**src/rtl/uart_fifo.sv**
```systemverilog
// -----------------------------------------------------------------------------
// uart_fifo
//
// Serial port between the CPU port decoder and the RS232 pins. It has one
// transmit holding stage, a receiver with majority-vote bit sampling, and a
// receive FIFO that drives a level-based RTS.
//
// The baud divisor, parity mode and stop-bit count are set at runtime. Each
// frame latches them when it starts, so changing them mid-frame has no effect
// on that frame. A bit period is max(divisor,15)+1 cycles of clk_bus.
//
// Ports:
//   clk_bus        system clock; all logic runs on the rising edge
//   rst_n          asynchronous active-low reset
//   divisor        bit period minus one, in clk_bus cycles (values < 15 act as 15)
//   cfg_parity_en  1 = a parity bit follows the data
//   cfg_parity_odd 1 = odd parity, 0 = even parity
//   cfg_stop2      1 = two stop bits on TX (RX checks only the first stop bit)
//   txdata         byte to send; latched when the request is accepted
//   txbegin        send request, sampled as a level
//   txbusy         transmitter busy
//   rxdata         FIFO head, first-word fall-through (0 when the FIFO is empty)
//   rx_valid       FIFO not empty
//   data_read      one-cycle pop strobe; ignored when the FIFO is empty
//   rx_count       FIFO fill level, 0 .. 2**FIFO_AW
//   rx_overrun     sticky: a byte was lost because the FIFO was full
//   rx_frame_err   sticky: the first stop bit was sampled as 0
//   rx_parity_err  sticky: the parity bit did not match the data
//   err_clr        clears all three sticky flags
//   rx             serial input, asynchronous to clk_bus
//   tx             serial output
//   rts            1 = the peer must pause (fill level at or above RTS_THRESH)
// -----------------------------------------------------------------------------
`timescale 1ns/1ps

module uart_fifo #(
    parameter int DIV_W      = 16,
    parameter int FIFO_AW    = 4,
    parameter int RTS_THRESH = 12
) (
    input  logic               clk_bus,
    input  logic               rst_n,
    input  logic [DIV_W-1:0]   divisor,
    input  logic               cfg_parity_en,
    input  logic               cfg_parity_odd,
    input  logic               cfg_stop2,
    input  logic [7:0]         txdata,
    input  logic               txbegin,
    output logic               txbusy,
    output logic [7:0]         rxdata,
    output logic               rx_valid,
    input  logic               data_read,
    output logic [FIFO_AW:0]   rx_count,
    output logic               rx_overrun,
    output logic               rx_frame_err,
    output logic               rx_parity_err,
    input  logic               err_clr,
    input  logic               rx,
    output logic               tx,
    output logic               rts
);

    localparam int                 DEPTH     = 2 ** FIFO_AW;
    localparam logic [DIV_W-1:0]   MIN_DIV   = DIV_W'(15);
    localparam logic [DIV_W-1:0]   CNT_ONE   = DIV_W'(1);
    localparam logic [DIV_W:0]     HALF_ONE  = (DIV_W + 1)'(1);
    localparam logic [FIFO_AW:0]   COUNT_ONE = (FIFO_AW + 1)'(1);
    localparam logic [FIFO_AW:0]   COUNT_MAX = (FIFO_AW + 1)'(DEPTH);
    localparam logic [FIFO_AW:0]   COUNT_RTS = (FIFO_AW + 1)'(RTS_THRESH);
    localparam logic [FIFO_AW-1:0] PTR_ONE   = FIFO_AW'(1);

    typedef enum logic [2:0] {
        ST_IDLE,
        ST_START,
        ST_DATA,
        ST_PARITY,
        ST_STOP
    } state_e;

    // Clamp the divisor. The receiver needs room for three vote samples
    // around mid-bit, so the bit period is never shorter than 16 cycles.
    logic [DIV_W-1:0] div_eff;
    assign div_eff = (divisor < MIN_DIV) ? MIN_DIV : divisor;

    // =========================================================================
    // Transmitter
    // =========================================================================
    state_e           tx_state_q;
    logic [DIV_W-1:0] tx_div_q;
    logic [DIV_W-1:0] tx_cnt_q;
    logic [7:0]       tx_shift_q;
    logic [2:0]       tx_bit_q;
    logic             tx_par_en_q;
    logic             tx_par_bit_q;
    logic             tx_stop2_q;
    logic             tx_stop_second_q;
    logic             tx_q;
    logic             txbusy_q;
    logic             tx_cnt_done;

    assign tx_cnt_done = (tx_cnt_q == tx_div_q);

    // NOTE: state registers are written with non-blocking assignments only,
    // so every always_ff reads the pre-edge values regardless of block order.
    always_ff @(posedge clk_bus or negedge rst_n) begin
        if (!rst_n) begin
            tx_state_q       <= ST_IDLE;
            tx_div_q         <= MIN_DIV;
            tx_cnt_q         <= '0;
            tx_shift_q       <= '0;
            tx_bit_q         <= '0;
            tx_par_en_q      <= 1'b0;
            tx_par_bit_q     <= 1'b0;
            tx_stop2_q       <= 1'b0;
            tx_stop_second_q <= 1'b0;
            tx_q             <= 1'b1;
            txbusy_q         <= 1'b0;
        end else begin
            unique case (tx_state_q)
                ST_IDLE: begin
                    tx_q     <= 1'b1;
                    tx_cnt_q <= '0;
                    if (txbegin && !txbusy_q) begin
                        tx_shift_q   <= txdata;
                        tx_div_q     <= div_eff;
                        tx_par_en_q  <= cfg_parity_en;
                        tx_par_bit_q <= (^txdata) ^ cfg_parity_odd;
                        tx_stop2_q   <= cfg_stop2;
                        tx_q         <= 1'b0;
                        txbusy_q     <= 1'b1;
                        tx_state_q   <= ST_START;
                    end
                end
                ST_START: begin
                    if (tx_cnt_done) begin
                        tx_cnt_q   <= '0;
                        tx_bit_q   <= '0;
                        tx_q       <= tx_shift_q[0];
                        tx_state_q <= ST_DATA;
                    end else begin
                        tx_cnt_q <= tx_cnt_q + CNT_ONE;
                    end
                end
                ST_DATA: begin
                    if (tx_cnt_done) begin
                        tx_cnt_q <= '0;
                        if (tx_bit_q == 3'd7) begin
                            tx_stop_second_q <= 1'b0;
                            if (tx_par_en_q) begin
                                tx_q       <= tx_par_bit_q;
                                tx_state_q <= ST_PARITY;
                            end else begin
                                tx_q       <= 1'b1;
                                tx_state_q <= ST_STOP;
                            end
                        end else begin
                            // The shift register always presents the current bit in [0].
                            tx_shift_q <= {1'b0, tx_shift_q[7:1]};
                            tx_q       <= tx_shift_q[1];
                            tx_bit_q   <= tx_bit_q + 3'd1;
                        end
                    end else begin
                        tx_cnt_q <= tx_cnt_q + CNT_ONE;
                    end
                end
                ST_PARITY: begin
                    if (tx_cnt_done) begin
                        tx_cnt_q   <= '0;
                        tx_q       <= 1'b1;
                        tx_state_q <= ST_STOP;
                    end else begin
                        tx_cnt_q <= tx_cnt_q + CNT_ONE;
                    end
                end
                ST_STOP: begin
                    if (tx_cnt_done) begin
                        tx_cnt_q <= '0;
                        if (tx_stop2_q && !tx_stop_second_q) begin
                            tx_stop_second_q <= 1'b1;
                        end else begin
                            // busy drops on the next cycle, which can accept the next frame
                            txbusy_q   <= 1'b0;
                            tx_state_q <= ST_IDLE;
                        end
                    end else begin
                        tx_cnt_q <= tx_cnt_q + CNT_ONE;
                    end
                end
                default: begin
                    tx_q       <= 1'b1;
                    txbusy_q   <= 1'b0;
                    tx_state_q <= ST_IDLE;
                end
            endcase
        end
    end

    assign tx     = tx_q;
    assign txbusy = txbusy_q;

    // =========================================================================
    // Receiver
    // =========================================================================
    // Two-flop synchroniser, plus one more flop to detect the falling edge.
    // All three reset to the idle line level so that releasing reset never
    // looks like a start bit.
    logic rx_meta_q;
    logic rx_sync_q;
    logic rx_prev_q;

    always_ff @(posedge clk_bus or negedge rst_n) begin
        if (!rst_n) begin
            rx_meta_q <= 1'b1;
            rx_sync_q <= 1'b1;
            rx_prev_q <= 1'b1;
        end else begin
            rx_meta_q <= rx;
            rx_sync_q <= rx_meta_q;
            rx_prev_q <= rx_sync_q;
        end
    end

    state_e           rx_state_q;
    logic [DIV_W-1:0] rx_div_q;
    logic [DIV_W:0]   rx_half_q;
    logic [DIV_W-1:0] rx_cnt_q;
    logic [7:0]       rx_shift_q;
    logic [2:0]       rx_bit_q;
    logic             rx_par_en_q;
    logic             rx_par_odd_q;
    logic [1:0]       rx_vote_q;

    logic [DIV_W:0]   rx_cnt_ext;
    logic             rx_at_s0;
    logic             rx_at_s1;
    logic             rx_at_eval;
    logic             rx_cnt_done;
    logic             rx_maj;
    logic             rx_push;
    logic             frame_err_ev;
    logic             parity_err_ev;

    // The counter offset is measured from the first cycle of the bit.
    // Samples are taken at half-1 and half, and the vote is resolved at half+1
    // using the live third sample.
    assign rx_cnt_ext  = {1'b0, rx_cnt_q};
    assign rx_at_s0    = (rx_cnt_ext == rx_half_q - HALF_ONE);
    assign rx_at_s1    = (rx_cnt_ext == rx_half_q);
    assign rx_at_eval  = (rx_cnt_ext == rx_half_q + HALF_ONE);
    assign rx_cnt_done = (rx_cnt_q == rx_div_q);
    assign rx_maj      = (rx_vote_q[0] & rx_vote_q[1])
                       | (rx_vote_q[0] & rx_sync_q)
                       | (rx_vote_q[1] & rx_sync_q);

    assign rx_push       = (rx_state_q == ST_STOP) && rx_at_eval && rx_maj;
    assign frame_err_ev  = (rx_state_q == ST_STOP) && rx_at_eval && !rx_maj;
    assign parity_err_ev = (rx_state_q == ST_PARITY) && rx_at_eval
                         && (rx_maj != ((^rx_shift_q) ^ rx_par_odd_q));

    always_ff @(posedge clk_bus or negedge rst_n) begin
        if (!rst_n) begin
            rx_state_q   <= ST_IDLE;
            rx_div_q     <= MIN_DIV;
            rx_half_q    <= '0;
            rx_cnt_q     <= '0;
            rx_shift_q   <= '0;
            rx_bit_q     <= '0;
            rx_par_en_q  <= 1'b0;
            rx_par_odd_q <= 1'b0;
            rx_vote_q    <= 2'b11;
        end else begin
            if (rx_state_q != ST_IDLE) begin
                rx_cnt_q <= rx_cnt_q + CNT_ONE;
                if (rx_at_s0) rx_vote_q[0] <= rx_sync_q;
                if (rx_at_s1) rx_vote_q[1] <= rx_sync_q;
            end
            unique case (rx_state_q)
                ST_IDLE: begin
                    rx_cnt_q <= '0;
                    if (rx_prev_q && !rx_sync_q) begin
                        // The edge-detect cycle counts as offset 0 of the start bit.
                        rx_cnt_q     <= CNT_ONE;
                        rx_div_q     <= div_eff;
                        rx_half_q    <= ({1'b0, div_eff} + HALF_ONE) >> 1;
                        rx_par_en_q  <= cfg_parity_en;
                        rx_par_odd_q <= cfg_parity_odd;
                        rx_state_q   <= ST_START;
                    end
                end
                ST_START: begin
                    if (rx_at_eval && rx_maj) begin
                        rx_state_q <= ST_IDLE;
                    end else if (rx_cnt_done) begin
                        rx_cnt_q   <= '0;
                        rx_bit_q   <= '0;
                        rx_state_q <= ST_DATA;
                    end
                end
                ST_DATA: begin
                    if (rx_at_eval) rx_shift_q <= {rx_maj, rx_shift_q[7:1]};
                    if (rx_cnt_done) begin
                        rx_cnt_q <= '0;
                        if (rx_bit_q == 3'd7) begin
                            rx_state_q <= rx_par_en_q ? ST_PARITY : ST_STOP;
                        end else begin
                            rx_bit_q <= rx_bit_q + 3'd1;
                        end
                    end
                end
                ST_PARITY: begin
                    if (rx_cnt_done) begin
                        rx_cnt_q   <= '0;
                        rx_state_q <= ST_STOP;
                    end
                end
                ST_STOP: begin
                    // Leave mid-stop so that a start edge right after this bit is caught.
                    if (rx_at_eval) rx_state_q <= ST_IDLE;
                end
                default: rx_state_q <= ST_IDLE;
            endcase
        end
    end

    // =========================================================================
    // Receive FIFO
    // =========================================================================
    logic [7:0]         mem_q [DEPTH];
    logic [FIFO_AW-1:0] wr_ptr_q;
    logic [FIFO_AW-1:0] rd_ptr_q;
    logic [FIFO_AW:0]   count_q;
    logic [FIFO_AW:0]   count_d;
    logic               fifo_full;
    logic               fifo_empty;
    logic               pop;
    logic               push_ok;
    logic               overrun_ev;

    assign fifo_full  = (count_q == COUNT_MAX);
    assign fifo_empty = (count_q == '0);
    assign pop        = data_read && !fifo_empty;
    // A pop in the same cycle frees the slot, so a push into a full FIFO still succeeds.
    assign push_ok    = rx_push && (!fifo_full || pop);
    assign overrun_ev = rx_push && fifo_full && !pop;

    // NOTE: every variable assigned in always_comb gets a default first, so no
    // path can leave it unassigned and infer a latch.
    always_comb begin
        count_d = count_q;
        unique case ({push_ok, pop})
            2'b10:   count_d = count_q + COUNT_ONE;
            2'b01:   count_d = count_q - COUNT_ONE;
            default: count_d = count_q;
        endcase
    end

    // NOTE: the storage array has no reset. The pointers and count define
    // which entries are valid, and rxdata is forced to 0 while the FIFO is empty.
    always_ff @(posedge clk_bus) begin
        if (push_ok) mem_q[wr_ptr_q] <= rx_shift_q;
    end

    always_ff @(posedge clk_bus or negedge rst_n) begin
        if (!rst_n) begin
            wr_ptr_q <= '0;
            rd_ptr_q <= '0;
            count_q  <= '0;
        end else begin
            if (push_ok) wr_ptr_q <= wr_ptr_q + PTR_ONE;
            if (pop)     rd_ptr_q <= rd_ptr_q + PTR_ONE;
            count_q <= count_d;
        end
    end

    assign rxdata   = fifo_empty ? 8'h00 : mem_q[rd_ptr_q];
    assign rx_valid = !fifo_empty;
    assign rx_count = count_q;

    // =========================================================================
    // Sticky error flags and RTS
    // =========================================================================
    logic overrun_q, overrun_d;
    logic frame_err_q, frame_err_d;
    logic parity_err_q, parity_err_d;
    logic rts_q;

    // An error event wins over err_clr in the same cycle.
    always_comb begin
        overrun_d    = overrun_ev    ? 1'b1 : (err_clr ? 1'b0 : overrun_q);
        frame_err_d  = frame_err_ev  ? 1'b1 : (err_clr ? 1'b0 : frame_err_q);
        parity_err_d = parity_err_ev ? 1'b1 : (err_clr ? 1'b0 : parity_err_q);
    end

    always_ff @(posedge clk_bus or negedge rst_n) begin
        if (!rst_n) begin
            overrun_q    <= 1'b0;
            frame_err_q  <= 1'b0;
            parity_err_q <= 1'b0;
            rts_q        <= 1'b0;
        end else begin
            overrun_q    <= overrun_d;
            frame_err_q  <= frame_err_d;
            parity_err_q <= parity_err_d;
            // rts follows the registered count, so it lags a count change by one cycle.
            rts_q        <= (count_q >= COUNT_RTS);
        end
    end

    assign rx_overrun    = overrun_q;
    assign rx_frame_err  = frame_err_q;
    assign rx_parity_err = parity_err_q;
    assign rts           = rts_q;

endmodule

```
**config.mk**
```make
export PLATFORM = sky130hd
export DESIGN_NAME = uart_fifo
export DESIGN_NICKNAME = d
export VERILOG_FILES = /design/src/rtl/uart_fifo.sv
export SDC_FILE = /design/constraint.sdc
export NUM_CORES = 1
export LEC_CHECK = 0
export BUFFER_PORTS_ARGS = -buffer_cell sky130_fd_sc_hd__clkbuf_2
export CAP_MARGIN = 20
export CORE_MARGIN = 5
export CORE_UTILIZATION = 37
export DETAILED_ROUTE_END_ITERATION = 10
export GPL_ROUTABILITY_DRIVEN = 0
export PLACE_DENSITY = 0.53
export SYNTH_ARGS = -nofsm -noshare
export SYNTH_HDL_FRONTEND = slang
export SYNTH_SLANG_ARGS = --single-unit
export TNS_END_PERCENT = 1
```
**constraint.sdc**
```tcl
create_clock -name clk_bus -period 4 [get_ports clk_bus]
set_clock_uncertainty 0.05 [all_clocks]
set_input_delay 0.8 -clock clk_bus [delete_from_list [all_inputs] [get_ports clk_bus]]
set_output_delay 0.8 -clock clk_bus [all_outputs]
set_load 0.01 [all_outputs]
```
==> impl_metrics.tcl <==
set metrics [dict create \
    hold_viol 0 \
    dp_hpwl_um 22900 \
    status "complete, no violations" \
    yosysWarningCount 0 \
    rsz0062_at_grt "no" \
    syn_area_sq_mm 0.0133 \
    setup_viol 0 \
    antenna_cells 0 \
    max-slew-margin-rel 0.311 \
    grt_overflow_total 0 \
    cp-start-kind "register" \
    track_usage 0.168 \
    grt_pass1_wl_um 52400 \
    yosysSeqAreaShare 0.551 \
    die_height_um 199 \
    antenna_found_initial 0 \
    drive_gt1_frac 0.206 \
    fp.dieW_um 199 \
    sequentialPowerShare 0.428 \
    power_density_mw_per_mm2 537 \
    wl_per_cell_um 20.4 \
    required_ns 4.44 \
    ys_async_sr_fraction 0.519 \
    max_stage_delay_ns 0.49 \
    final_common_cell "edfxtp_1" \
    grt_max_degree 83 \
    synth-main-ff-cell "edfxtp_1" \
    drcViolationCount 0 \
    fp-row-count 69 \
    critical_path.max_fanout 9 \
    vias 8678 \
    switching_share 0.302 \
    vias_per_cell 5.38 \
    finalMaxSlewViolations 0 \
    synthSimpleGateAreaFrac 0.140 \
    cts_buffers 30 \
    endpoint_kind "register" \
    cts_root_buf "clkbuf_16" \
    fin_crit_sh 0.908 \
    area_delta_synth_final_pct 14.0 \
    synth_cell_types 70 \
    drtPass1Iterations 5 \
    htreeDepth 1 \
    worstPathArrival_ns 4.08 \
    min_period_ns 3.63 \
    cp_slowest_cell "or4_1" \
    wl_um 33000 \
    io_pins 53 \
    critical_path.top_delay_family "simple AND/OR/NAND/NOR gates" \
    syn-instance-count 1090 \
    setup_tns_ns 0 \
    p_sw_mw 2.45 \
    p_comb_frac 0.213 \
    cts_tree "done" \
    numPortBuffers 52 \
    cts_hold_buf 0 \
    path_class "reg -> reg" \
    p_clk_frac 0.359 \
    worst-path-buf-inv 1 \
    leakage_nw 5.75 \
    synth_top_family_by_area "simple AND/OR/NAND/NOR gates" \
    clkTransAtPathRegs_ns 0.06 \
    peakVddDrop_v 0.000328 \
    tightest_slew_ns 1.03 \
    max_cap_viol_count 0 \
    dp_cells 1557 \
    synth.avg_cell_area_sq_um 12.2 \
    finalPower_mw 8.12 \
    start_util 0.374 \
    ys_seq_elements 266 \
    crit_chain "inv_1 -> ha_1 -> xnor2_1 -> o211ai_1 -> or3_1 -> or4_1 -> and4b_1 -> nor2_1 -> xor2_1 -> ha_1 -> nor2_1 -> nor3b_1 -> nor3_1 -> o2bb2ai_1 -> xnor2_1" \
    synthAdderAreaFrac 0.0151 \
    hp-class "in -> async" \
    syn-num-nets 1139 \
    drtIter0Drc 430 \
    grt_pass1_vias 8694 \
    fill_cells 3253 \
    core_sq_mm 0.0355 \
    cts.sinks 266 \
    max_freq_ghz 0.275 \
    synth_mux_area_frac 0.112 \
    clk_path_buf_depth 3 \
    die_area_sq_mm 0.0398 \
    cts_setup_buffers 0 \
    cts_resized 0 \
    fin_cells 1613 \
    clock_latency_ns 0.56 \
    fin_nets 1177 \
    ant_nets 0 \
    intPower_mw 5.67 \
    synth_compound_area_frac 0.0758 \
    synthXorXnorAreaFrac 0.0769 \
    final_cell_mix "128 x edfxtp_1, 123 x dfrtp_1, 82 x nand2_1" \
    synth-edff-count 128 \
]
[power groups by stage]
stage / sequential [mW] / combinational [mW] / clock (mW)
detailed placement: 3.52 / 1.74 / 0
CTS: 3.47 / 1.75 / 2.99
global placement: 3.52 / 1.74 / 0
global route: 3.52 / 1.93 / 3.09
finish: 3.48 / 1.73 / 2.91
floorplan: 3.26 / 1.50 / 0
[per-layer routing]
| metal | vias up | wire length [um] | GRT usage | part of all wire |
|---|---|---|---|---|
| li1 | 4110 | - | - | - |
| met1 | 4308 | 15000 | 0.240 | 0.46 |
| met2 | 207 | 15800 | 0.274 | 0.48 |
| met3 | 53 | 1350 | 0.0211 | 0.041 |
| met4 | 0 | 833 | 0.0423 | 0.025 |
| met5 | - | 0 | 0 | 0 |
[kinds of logic after synthesis]
family | Yosys count
compound gates | 163
xor+xnor | 114
fa+ha+maj | 16
buf+inv | 94
flops | 266
mux | 93
simple gates | 344
[final timing paths]
path                         startpoint             to  slack (ns)  cells after the start
max in group asynchronous         rst_n    tx_div_q[2]        2.73                      2
min in group clk_bus                 rx      rx_meta_q        0.27                      1
max                        rx_half_q[0]    rx_count[4]        0.37                     15
min                               rst_n  rx_half_q[12]        0.20                      1
min reg2reg                   rx_meta_q      rx_sync_q        0.29                      0
max reg2reg                rx_half_q[0]    rx_count[4]        0.37                     15
[sequential cells by signal, summed over array words and instances, names as in the netlist, 3 cells and up]
name and flops:
tx_shift_q 8, tx_cnt_q 16, rx_half_q 16, tx_bit_q 3
rx_state_q 3, mem_q 128, rx_count 5, tx_state_q 3
rx_div_q 16, wr_ptr_q 4, rx_shift_q 8, rx_bit_q 3
rd_ptr_q 4, rx_cnt_q 16, tx_div_q 16
[cell type report]
| cell class | instances | area, sq um | share of cell area |
|---|---|---|---|
| sequential | 266 | 7320 | 0.483 |
| multi-input combinational | 730 | 5600 | 0.370 |
| clock buffer | 38 | 821 | 0.0542 |
| tap | 461 | 577 | 0.0381 |
| timing repair buffer | 75 | 477 | 0.0315 |
| clock inverter | 18 | 246 | 0.0163 |
| inverter | 25 | 93.8 | 0.00620 |
[stage by stage]
step | instance area [sq um] | setup slack, ns | hold slack (ns) | util
global placement | 14100 | 0.458 | 0.298 | 0.396
CTS | 15100 | 0.375 | 0.240 | 0.426
finish | 15100 | 0.368 | 0.203 | 0.426
global route | 15100 | 0.0388 | 0.251 | 0.426
detailed placement | 14100 | 0.388 | 0.298 | 0.396
floorplan | 13300 | 0.127 | 0.295 | -
[Yosys cell counts, drive strengths merged (3+ instances only)]
cell type / instances / area share
mux4: 40 / 0.068
a21o: 3 / 0.0017
o31ai: 10 / 0.0057
nor2: 63 / 0.018
nor4bb: 3 / 0.0023
xor2: 37 / 0.025
or4: 4 / 0.0023
a21oi: 25 / 0.0097
and3: 20 / 0.0094
and4b: 10 / 0.0075
ha: 16 / 0.015
o21a: 4 / 0.0023
mux2: 43 / 0.037
nand3b: 4 / 0.0023
a311oi: 3 / 0.0020
dfrtp: 124 / 0.23
nand2: 83 / 0.023
nand3: 30 / 0.011
clkbuf: 51 / 0.015
nor3b: 7 / 0.0040
and4: 9 / 0.0059
nor4: 18 / 0.0090
nor4b: 4 / 0.0026
xnor2: 76 / 0.050
a41oi: 3 / 0.0020
or2: 3 / 0.0014
a31oi: 10 / 0.0047
nand4: 25 / 0.012
o22ai: 5 / 0.0024
nor2b: 21 / 0.0099
inv: 25 / 0.0071
a211oi: 3 / 0.0017
edfxtp: 128 / 0.29
nand2b: 7 / 0.0033
dfstp: 14 / 0.028
a211o: 3 / 0.0020
nor3: 17 / 0.0073
or3: 6 / 0.0028
buf: 18 / 0.0072
o211ai: 4 / 0.0023
mux2i: 10 / 0.0075
o21ai: 71 / 0.027
and2: 5 / 0.0024
(Power assumes the default switching activity.)
